## src/rtl/gray_conv_pkg.sv

```systemverilog
// Shared types, default sizes and the reference Gray function for gray_conv_scheduler.
package gray_conv_pkg;

  localparam int unsigned GCS_NREQ = 4;
  localparam int unsigned GCS_W    = 4;
  // Widest operand bin2gray accepts; narrower operands are zero-extended by the caller.
  localparam int unsigned GCS_MAXW = 32;

  typedef enum logic [1:0] {
    IDLE = 2'd0,
    CONV = 2'd1,
    RESP = 2'd2
  } gcs_state_t;

  // Binary-to-Gray of a zero-extended operand; truncate the result back to the operand width.
  function automatic logic [GCS_MAXW-1:0] bin2gray(input logic [GCS_MAXW-1:0] b);
    return b ^ (b >> 1);
  endfunction

endpackage

```

## src/rtl/gcs_rr_arbiter.sv

```systemverilog
// Combinational round-robin arbiter: first set request at or above rr_ptr, wrapping to 0.
module gcs_rr_arbiter
  import gray_conv_pkg::*;
#(
  parameter int unsigned NREQ = GCS_NREQ,
  parameter int unsigned IDW  = 2
) (
  input  logic [NREQ-1:0] req,
  input  logic [IDW-1:0]  rr_ptr,
  input  logic            en,
  output logic [NREQ-1:0] grant,
  output logic [IDW-1:0]  winner
);

  logic found;

  // Two passes: indices >= rr_ptr first, then the wrapped indices below rr_ptr.
  always_comb begin
    grant  = '0;
    winner = '0;
    found  = 1'b0;
    for (int unsigned i = 0; i < NREQ; i++) begin
      if (en && !found && req[i] && (i >= 32'(rr_ptr))) begin
        found    = 1'b1;
        grant[i] = 1'b1;
        winner   = IDW'(i);
      end
    end
    for (int unsigned i = 0; i < NREQ; i++) begin
      if (en && !found && req[i] && (i < 32'(rr_ptr))) begin
        found    = 1'b1;
        grant[i] = 1'b1;
        winner   = IDW'(i);
      end
    end
  end

endmodule

```

## src/rtl/gray_conv_scheduler.sv

```systemverilog
// Round-robin scheduler sharing one external binary-to-Gray converter among NREQ requesters.
// Optional sticky converter self-check enabled by GRAY_CONV_SCHEDULER_CHECK_EN (adds conv_err).
module gray_conv_scheduler
  import gray_conv_pkg::*;
#(
  parameter int unsigned NREQ = GCS_NREQ,
  parameter int unsigned W    = GCS_W,
  parameter int unsigned IDW  = 2
) (
  input  logic              clk,
  input  logic              rst,
  input  logic [NREQ-1:0]   req_valid,
  input  logic [NREQ*W-1:0] req_data,
  output logic [NREQ-1:0]   req_ready,
  output logic [W-1:0]      conv_bin,
  input  logic [W-1:0]      conv_gray,
  output logic              rsp_valid,
  input  logic              rsp_ready,
  output logic [IDW-1:0]    rsp_id,
  output logic [W-1:0]      rsp_gray
`ifdef GRAY_CONV_SCHEDULER_CHECK_EN
  ,
  output logic              conv_err
`endif
);

  gcs_state_t       state_q, state_d;
  logic [IDW-1:0]   rr_ptr, rr_ptr_d;
  logic [W-1:0]     conv_bin_d;
  logic [IDW-1:0]   rsp_id_d;
  logic [W-1:0]     rsp_gray_d;
  logic             rsp_valid_d;
  logic [NREQ-1:0]  grant;
  logic [IDW-1:0]   winner;
  logic             arb_en;
  logic [W-1:0]     win_data;

  // Grants only exist in IDLE and never while reset is held.
  assign arb_en    = (state_q == IDLE) && !rst;
  assign req_ready = grant;

  gcs_rr_arbiter #(
    .NREQ (NREQ),
    .IDW  (IDW)
  ) u_arb (
    .req    (req_valid),
    .rr_ptr (rr_ptr),
    .en     (arb_en),
    .grant  (grant),
    .winner (winner)
  );

  // Operand of the granted requester, selected by the one-hot grant.
  always_comb begin
    win_data = '0;
    for (int unsigned i = 0; i < NREQ; i++) begin
      if (grant[i]) begin
        win_data = win_data | req_data[i*W +: W];
      end
    end
  end

  // Next-state and next-register values.
  always_comb begin
    state_d     = state_q;
    rr_ptr_d    = rr_ptr;
    conv_bin_d  = conv_bin;
    rsp_id_d    = rsp_id;
    rsp_gray_d  = rsp_gray;
    rsp_valid_d = rsp_valid;
    unique case (state_q)
      IDLE: begin
        if (|grant) begin
          conv_bin_d = win_data;
          rsp_id_d   = winner;
          rr_ptr_d   = (winner == IDW'(NREQ - 1)) ? '0 : winner + IDW'(1);
          state_d    = CONV;
        end
      end
      CONV: begin
        rsp_gray_d  = conv_gray;
        rsp_valid_d = 1'b1;
        state_d     = RESP;
      end
      RESP: begin
        if (rsp_ready) begin
          rsp_valid_d = 1'b0;
          state_d     = IDLE;
        end
      end
      default: begin
        rsp_valid_d = 1'b0;
        state_d     = IDLE;
      end
    endcase
  end

  // State and datapath registers.
  always_ff @(posedge clk or posedge rst) begin
    if (rst) begin
      state_q   <= IDLE;
      rr_ptr    <= '0;
      conv_bin  <= '0;
      rsp_id    <= '0;
      rsp_gray  <= '0;
      rsp_valid <= 1'b0;
    end else begin
      state_q   <= state_d;
      rr_ptr    <= rr_ptr_d;
      conv_bin  <= conv_bin_d;
      rsp_id    <= rsp_id_d;
      rsp_gray  <= rsp_gray_d;
      rsp_valid <= rsp_valid_d;
    end
  end

`ifdef GRAY_CONV_SCHEDULER_CHECK_EN
  logic [W-1:0] gray_ref;
  logic         conv_err_d;

  // Independent Gray reference, compared against the converter at the capture edge.
  always_comb begin
    gray_ref   = W'(bin2gray(GCS_MAXW'(conv_bin)));
    conv_err_d = conv_err;
    if ((state_q == CONV) && (conv_gray != gray_ref)) begin
      conv_err_d = 1'b1;
    end
  end

  // Sticky error flag, cleared only by reset.
  always_ff @(posedge clk or posedge rst) begin
    if (rst) begin
      conv_err <= 1'b0;
    end else begin
      conv_err <= conv_err_d;
    end
  end
`endif

endmodule

```

## config.mk

```make
export PLATFORM = sky130hd
export DESIGN_NAME = gray_conv_scheduler
export DESIGN_NICKNAME = d
export VERILOG_FILES = /design/src/rtl/gray_conv_pkg.sv /design/src/rtl/gcs_rr_arbiter.sv /design/src/rtl/gray_conv_scheduler.sv
export SDC_FILE = /design/constraint.sdc
export NUM_CORES = 1
export LEC_CHECK = 0
export ABC_AREA = 1
export CORE_MARGIN = 2
export CORE_UTILIZATION = 45
export CTS_CLUSTER_DIAMETER = 30
export DETAILED_ROUTE_END_ITERATION = 12
export GPL_ROUTABILITY_DRIVEN = 0
export GPL_TIMING_DRIVEN = 1
export PLACE_DENSITY_LB_ADDON = 0.25
export SYNTH_ARGS = -nofsm -noshare
export SYNTH_HDL_FRONTEND = slang
export SYNTH_SLANG_ARGS = --single-unit
```

## constraint.sdc

```tcl
create_clock -name clk -period 5.6 [get_ports clk]
set_input_delay 1.12 -clock clk [delete_from_list [all_inputs] [get_ports clk]]
set_output_delay 1.12 -clock clk [all_outputs]
set_load 0.005 [all_outputs]
```

**Yosys cells after proc, flatten, opt, wreduce, memory -nomap -nowiden**

Cells that the tools add are included.

- Bits in registers: 15
- Input bits: 27
- Word-level logic and storage cells: 82

- Add/sub/neg operators: 1
- Order comparisons: 6
- Eq/ne operators: 5
- Mux-type cells: 28
- Bitwise logic cells: 4
- Reduce and logical (&&, ||, !) cells: 32

Operators by type and width:

| kind | number |
|---|---|
| $logic_and 1x1->1 | 20 |
| $mux 2 | 8 |
| $mux 4 | 4 |
| $mux 1 | 14 |
| $or 4x4->4 | 3 |
| $logic_not 1->1 | 7 |
| $pmux 2 s3 | 1 |
| $reduce_and 2->1 | 3 |
| $eq 2x2->1 const B | 2 |
| $ge 1x2->1 const A | 2 |
| $lt 1x2->1 const A | 2 |
| $reduce_or 4->1 | 1 |
| $pmux 1 s3 | 1 |
| $add 2x1->2 const B | 1 |
| $eq 2x1->1 const B | 1 |
| $ge 2x2->1 const A | 1 |
| $logic_not 2->1 | 1 |
| $lt 2x2->1 const A | 1 |
| $ne 2x1->1 const B | 1 |
| $ne 2x2->1 const B | 1 |
| $not 1->1 | 1 |

**Longest topological paths before layout**

Gate-level depths: netlist of the first run.

- Depth in word-level cells: 37
- Mapped depth: 12

**Cells and area by module**

Synthesis of the first run repeated with hierarchy kept, for this count alone.

- Cells, all modules: 143
- Area, all modules: 950.9 µm²

Modules (own cells, without submodules):

| module | times used | cells an instance | area each (µm²) | seq. area each (µm²) |
|---|---|---|---|---|
| gray_conv_scheduler | 1 | 107 | 784.5 | 375.4 |
| gcs_rr_arbiter | 1 | 36 | 166.4 | 0.0 |

**Least setup slack after synthesis of the first run**

No wires, ideal clock.

- Path kind: input to output
- Start point: in rst
- End point: out req_ready[2]
- Arrival: 2.184 ns
- Path slack: 2.296 ns
- Stages on the path: 6
- Cell sequence: inv_1 nand4_2 nand3_2 nor2_4 nand4_4 nand2_4

- Cells in the longest elaborated chain, start to end: 34

RTL lines:

| what | RTL line | RTL |
|---|---|---|
| from (decl) | gray_conv_scheduler.sv:11 | `input logic rst,` |
| $logic_not 1->1 (no line) (*) | -- |  |
| $logic_and 1x1->1 (*) | gray_conv_scheduler.sv:39 | `assign arb_en = (state_q == IDLE) && !rst;` |
| $logic_and 1x1->1 (2 in a row) | gcs_rr_arbiter.sv:23 | `if (en && !found && req[i] && (i >= 32'(rr_ptr))) begin` |
| $mux 1 | gcs_rr_arbiter.sv:23 |  |
| $logic_not 1->1 | gcs_rr_arbiter.sv:23 |  |
| $logic_and 1x1->1 (3 in a row) | gcs_rr_arbiter.sv:23 |  |
| $mux 1 | gcs_rr_arbiter.sv:23 |  |
| $logic_not 1->1 | gcs_rr_arbiter.sv:23 |  |
| [... 9 more ...] | -- |  |
| $logic_and 1x1->1 (3 in a row) | gcs_rr_arbiter.sv:30 | `if (en && !found && req[i] && (i < 32'(rr_ptr))) begin` |
| $mux 1 | gcs_rr_arbiter.sv:30 |  |
| $logic_not 1->1 | gcs_rr_arbiter.sv:30 |  |
| $logic_and 1x1->1 (3 in a row) | gcs_rr_arbiter.sv:30 |  |
| $mux 1 | gcs_rr_arbiter.sv:30 |  |
| $logic_not 1->1 | gcs_rr_arbiter.sv:30 |  |
| $logic_and 1x1->1 (3 in a row) | gcs_rr_arbiter.sv:30 |  |
| $mux 1 (*) | gcs_rr_arbiter.sv:30 |  |
| to (decl) | gray_conv_scheduler.sv:14 | `output logic [NREQ-1:0] req_ready,` |

Mark *: on every way between the ends. The rest lies on a longest branch, timed or not.

**Final worst setup path of the first run**

Same ends and word-level chain as after synthesis.

==> results by group, run 1 <==
GRT
  • Met3 usage: 0.03216
  • Largest net degree at the start of global routing: 21
  • Antenna violations before repair: 0
  • Met2 Use GR: 0.3831
  • M1 GR Usage: 0.2727
  • Vias in the first global route: 959
  • Tot GR Track Use: 0.2219
  • Most Used Layer, Global Route: met2
  • First-pass GRT wire length: 4.271 mm
  • Total congestion overflow: 0

Pwr
  • Switching part of the total: 0.3995
  • Internal Power: 373.5 uW
  • Register share of total power: 0.323
  • P_leak: 0.0007021 uW
  • Pwr Density: 419.9 nW/um^2
  • P_sw: 248.5 uW
  • Max VDD drop: 0.0002873 V
  • Total power draw: 622.0 uW
  • Combinational share of power: 0.580
  • Clock network power share: 0.097

Clocking
  • Number of CTS-inserted buffers: 3
  • CTS tree: built
  • Post-CTS resize count: 0
  • H-tree depth: 1
  • Hold buffer count at CTS: 0
  • Root buf cell: clkbuf_4
  • CTS sink cnt: 15
  • Clock slew at reported path FFs: 90 ps
  • Clock latency on the worst-skew pair: 280 ps
  • Clk buf depth: 2
  • Post-CTS setup buffers: 0

Floorplanning
  • Die Area: 2636 sq um
  • Total core area: 2170 sq um
  • Die X: 51.34 microns
  • Die height: 51.34 microns
  • # rows: 17
  • # IOs: 42
  • Initial Util: 0.4648

Critical path
  • Worst path cell trace: clkdlybuf4s50_1, inv_1, nand4_2, nand3_2, nor2_4, nand4_4, nand2_4, clkdlybuf4s50_1
  • R2R depth: 10
  • Crit-path most repeated cell: clkdlybuf4s50_1
  • Startpoint Class: input pin
  • Critical Path Stages: 8
  • Critical path capture point type: output pin
  • WS Path Type: input pin to output pin
  • Worst EP arrival: 3280 ps
  • Worst path slowest cell: clkdlybuf4s50_1
  • CP Max Fanout: 20
  • Crit-path max cell delay: 510 ps
  • CP delay by family, top: buffers and inverters
  • CP Buf/Inv Count: 3
  • Critical Path RT: 4480 ps

STA
  • Layout Skew: 10.59 ps
  • Ratio of final minimum period to clock period: 0.7865
  • Minimum clock period: 4404 ps
  • Final Hold Vio Count: 0
  • RSZ-0062 raised after global routing: no
  • Final setup TNS: 0 ps
  • Fin. max-slew vios: 0
  • # setup viols final: 0
  • Tightest Pin Transition: 771.4 ps
  • Fmax: 0.2271 GHz
  • Worst slew margin: 0.4852

Outcome
  • Status: completed

Yosys
  • Avg Inst Size Synth: 9.168 sq um
  • Yosys reg bits: 15
  • Synth Net Count: 137
  • Post-synthesis cell count: 110
  • Yosys warning count: 0
  • Sequential share of the synthesized area: 0.3722
  • Post-synthesis cell area: 1008 sq um
  • Yosys cell types: 24

Cells and area
  • Layout Utilization: 0.6828
  • Fillers: 183
  • Area Overhead vs Synth: 46.90%
  • Nets@finish: 183
  • Share of cells above drive strength 1: 0.2258
  • Diode count: 0
  • Commonest cells after routing, fill and taps aside: clkdlybuf4s50_1 (41), nand2_1 (21), dfrtp_1 (15), inv_1 (14), nand3_1 (10)
  • Most common library cell in the layout ignoring fill and taps: clkdlybuf4s50_1

Route
  • WL per Instance: 12.92 microns
  • Final WL: 2.364 mm
  • Initial DRC Count: 11
  • Vias: 906
  • Post-route ant nets: 0
  • Vias/cell: 4.951
  • Drt pass-1 iters: 3
  • DRC: 0

Place
  • Number of port buffers: 41
  • Detailed Place HPWL: 1.997 mm

Run
  • Maxcap violations: 0

Min path
  • Hold Crit Class: flop to flop
  • WHS Path Cells: 2
-- state kept, by name (all words and copies together), names as in the netlist --
register	flops
conv_bin	4
rr_ptr	2
rsp_gray	4
rsp_id	2
rsp_valid	1
state_q	2
-- worst min-delay path: stages, from the launching register on --
cell	delay, ps
dfrtp_1	360
nand3_1	70
nand2_1	50
-- Yosys cell counts --
| cell type | number | area [sq um] |
|---|---|---|
| a21boi_0 | 4 | 30.03 |
| a21oi_2 | 4 | 35.03 |
| dfrtp_1 | 15 | 375.4 |
| inv_1 | 14 | 52.55 |
| inv_2 | 1 | 3.750 |
| inv_4 | 2 | 12.51 |
| mux2_2 | 4 | 45.04 |
| nand2_1 | 21 | 78.83 |
| nand2_4 | 5 | 56.30 |
| nand3_1 | 10 | 50.05 |
| nand3_2 | 1 | 10.01 |
| nand3_4 | 1 | 17.52 |
| nand4_1 | 1 | 6.260 |
| nand4_2 | 4 | 50.05 |
| nand4_4 | 2 | 42.54 |
| nor2_1 | 9 | 33.78 |
| nor2_2 | 2 | 12.51 |
| nor2_4 | 4 | 45.04 |
| nor2_8 | 1 | 20.02 |
| nor3_1 | 1 | 5.000 |
| nor3b_1 | 1 | 7.510 |
| o21ai_0 | 1 | 5.000 |
| o22ai_1 | 1 | 6.260 |
| o31ai_1 | 1 | 7.510 |
-- through the flow --
step	hold WS [ps]	cell area, sq um	worst slack [ps]	instances
after floorplan	484.7	1008	2296	110
after global placement	475.1	1454	1235	179
final	511.4	1481	1196	183
after CTS	517.2	1481	1142	183
after global routing	550.5	1481	1033	183
after detailed placement	491.5	1454	1134	179
-- per-layer routing --
layer / wire [microns] / up-vias / share of wire
met3: 76 / 4 / 0.032
met1: 999 / 426 / 0.42
li1: - / 459 / -
met2: 1251 / 17 / 0.53
met5: 0 / - / 0
met4: 37 / 0 / 0.016
-- power groups by stage --
stage               combinational, uW  clock, uW  sequential (uW)
floorplan                         208          0              201
global placement                  351          0              200
detailed placement                363          0              203
CTS                               365       61.2              201
global route                      396       68.0              207
finish                            361       60.3              201
-- cell families after synthesis --
kind of cell / synth area share
multiplexers: 0.04466
flip-flops: 0.3722
AND/OR/NAND/NOR: 0.4318
buffers and inverters: 0.06823
AO/OA/AOI/OAI: 0.08313
-- path summary, 6_finish.rpt --
check	start	end	slack (ps)
max reg2reg	state_q[0]	conv_bin[1]	3840
min	rsp_id[1]	rsp_id[1]	510
max in group asynchronous	rst	rsp_id[0]	3840
min in group asynchronous	rst	rsp_valid	1260
min reg2reg	rsp_id[1]	rsp_id[1]	510
max	rst	req_ready[2]	1200
-- cell type report --
| class | instances | area, sq um | share of cell area |
|---|---|---|---|
| Timing Repair Buffer | 41 | 410.4 | 0.2770 |
| Sequential cell | 15 | 375.4 | 0.2534 |
| Clock buffer | 3 | 22.52 | 0.01520 |
| Multi-Input combinational cell | 78 | 564.3 | 0.3809 |
| Inverter | 17 | 68.82 | 0.04645 |
| Clock inverter | 1 | 5.005 | 0.003378 |
| Tap cell | 28 | 35.03 | 0.02365 |
Power figures use the tool's default switching activity.
==> inputs of run 2 (changes only) <==
- CORE_UTILIZATION: 45 -> 38
- clock period: 5.6 -> 3.8 ns (I/O delays scaled with it)
==> run 2 against run 1 <==
Worst setup slack got worse by 700 ps. Combinational power rose by 46%. Via count fell by 3.9%. Cell area rose by 0.59%. Critical path depth did not move. Routed wire length fell by 2.6%. Critical endpoint unchanged. Largest power group unchanged.
==> results by group, run 2 (synthesized netlist as in run 1, its figures left out) <==
Outcome
  • Status: completed

Clocking
  • CTS sink cnt: 15
  • Post-CTS setup buffers: 0
  • Clk buf depth: 2
  • CTS tree: built
  • Clock latency on the worst-skew pair: 280 ps
  • Hold buffer count at CTS: 0
  • Root buf cell: clkbuf_4
  • Clock slew at reported path FFs: 80 ps
  • H-tree depth: 1
  • Post-CTS resize count: 0
  • Number of CTS-inserted buffers: 3

Critical path
  • Crit-path max cell delay: 510 ps
  • R2R Path End: conv_bin[1]
  • FF-to-FF Start: state_q[0]
  • Critical path capture point type: output pin
  • Startpoint Class: input pin
  • WS Path Type: input pin to output pin
  • CP delay by family, top: buffers and inverters
  • Reg-to-reg slack, setup: 2100 ps
  • Crit path from: rst
  • CP Max Fanout: 6
  • Worst path slowest cell: clkdlybuf4s50_1
  • Worst path cell trace: clkdlybuf4s50_1, inv_1, nand4_2, nand3_2, nor2_4, nand4_4, nand2_4, clkdlybuf4s50_1
  • Critical Path RT: 3040 ps
  • Critical Path Stages: 8
  • Worst EP arrival: 2550 ps
  • Crit-path most repeated cell: clkdlybuf4s50_1
  • Worst Setup EP: req_ready[2]
  • R2R depth: 10
  • CP Buf/Inv Count: 3

Route
  • DRC: 0
  • WL per Instance: 12.38 microns
  • Final WL: 2.302 mm
  • Post-route ant nets: 0
  • Vias/cell: 4.683
  • Initial DRC Count: 6
  • Vias: 871
  • Drt pass-1 iters: 3

STA
  • Fin. max-slew vios: 0
  • Final Hold Vio Count: 0
  • RSZ-0062 raised after global routing: no
  • Tightest Pin Transition: 339.8 ps
  • Ratio of final minimum period to clock period: 0.8698
  • Minimum clock period: 3305 ps
  • Fmax: 0.3025 GHz
  • Layout Skew: 1.630 ps
  • Final setup TNS: 0 ps
  • # setup viols final: 0
  • Worst slew margin: 0.7730

Cells and area
  • Top Registers: conv_bin x4, rsp_gray x4
  • Design Area, Final: 1490 sq um
  • Area Overhead vs Synth: 47.77%
  • Diode count: 0
  • Share of cells above drive strength 1: 0.2244
  • Commonest cells after routing, fill and taps aside: clkdlybuf4s50_1 (41), nand2_1 (21), dfrtp_1 (15), inv_1 (14), nand3_1 (10)
  • Fillers: 228
  • Most common library cell in the layout ignoring fill and taps: clkdlybuf4s50_1
  • Nets@finish: 184

Run
  • Maxcap violations: 0

Floorplanning
  • # rows: 18
  • Die height: 55.52 microns
  • Total core area: 2500 sq um
  • Die Area: 3082 sq um
  • Initial Util: 0.4034
  • # IOs: 42
  • Die X: 55.52 microns

Pwr
  • Max VDD drop: 0.0004577 V
  • P_leak: 0.0007042 uW
  • Pwr Density: 608.5 nW/um^2

GRT
  • Antenna violations before repair: 0
  • Largest net degree at the start of global routing: 16
  • Tot GR Track Use: 0.1655
  • Total congestion overflow: 0
  • Vias in the first global route: 906
  • First-pass GRT wire length: 4.112 mm

Place
  • Area of placed instances: 1464 sq um
  • Detailed Place HPWL: 1.932 mm
  • Number of port buffers: 41

Min path
  • Hold Crit Class: flop to flop
[run 2: cell types whose count changed in the layout (fill, tap and decap cells not counted)]
| cell | change |
|---|---|
| clkbuf_1 | +1 |
| clkinv_2 | -1 |
| buf_4 | +1 |
[run 2: final cells by class]
cell class                 count  area [sq um]  area share
multi-input combinational     78         564.3      0.3787
timing repair buffer          42         417.9      0.2804
sequential                    15         375.4      0.2519
inverter                      17         68.82     0.04618
tap                           30         37.54     0.02519
clock buffer                   4         26.28     0.01763
[run 2: worst min path at each step]
| stage | start | end | cells after the start |
|---|---|---|---|
| floorplan | rsp_valid | rsp_valid | 2 |
| global placement | rsp_valid | rsp_valid | 2 |
| detailed placement | rsp_id[1] | rsp_id[1] | 2 |
| CTS | rsp_gray[0] | rsp_gray[0] | 1 |
| global route | rsp_gray[0] | rsp_gray[0] | 1 |
| finish | rsp_gray[0] | rsp_gray[0] | 1 |
[run 2: per-layer routing]
| layer | global-route usage | share of wire | up-vias |
|---|---|---|---|
| met4 | 0.05575 | 0.010 | 0 |
| met1 | 0.2080 | 0.45 | 398 |
| met3 | 0.03044 | 0.030 | 4 |
| li1 | - | - | 456 |
| met5 | 0 | 0 | - |
| met2 | 0.2840 | 0.51 | 13 |
[run 2: through the flow]
stage            util  hold slack (ps)  power [uW]  instances  setup slack [ps]
3_5_place_dp   0.5856            493.8       831.4        182             469.6
4_1_cts        0.5961            512.4       920.3        186             468.1
6_report       0.5961            509.9       906.8        186             494.6
5_1_grt        0.5961            535.0       987.5        186             387.3
3_3_place_gp   0.5856            473.8       814.3        182             504.4
2_1_floorplan       -            484.7       601.7        110              1216
[run 2: power by group]
part | total, uW | internal (uW) | switching (uW) | leakage [uW]
clock | 87.0 | 40.7 | 46.3 | 0.0000150
sequential | 292 | 242 | 49.6 | 0.000180
combinational | 528 | 270 | 258 | 0.000509
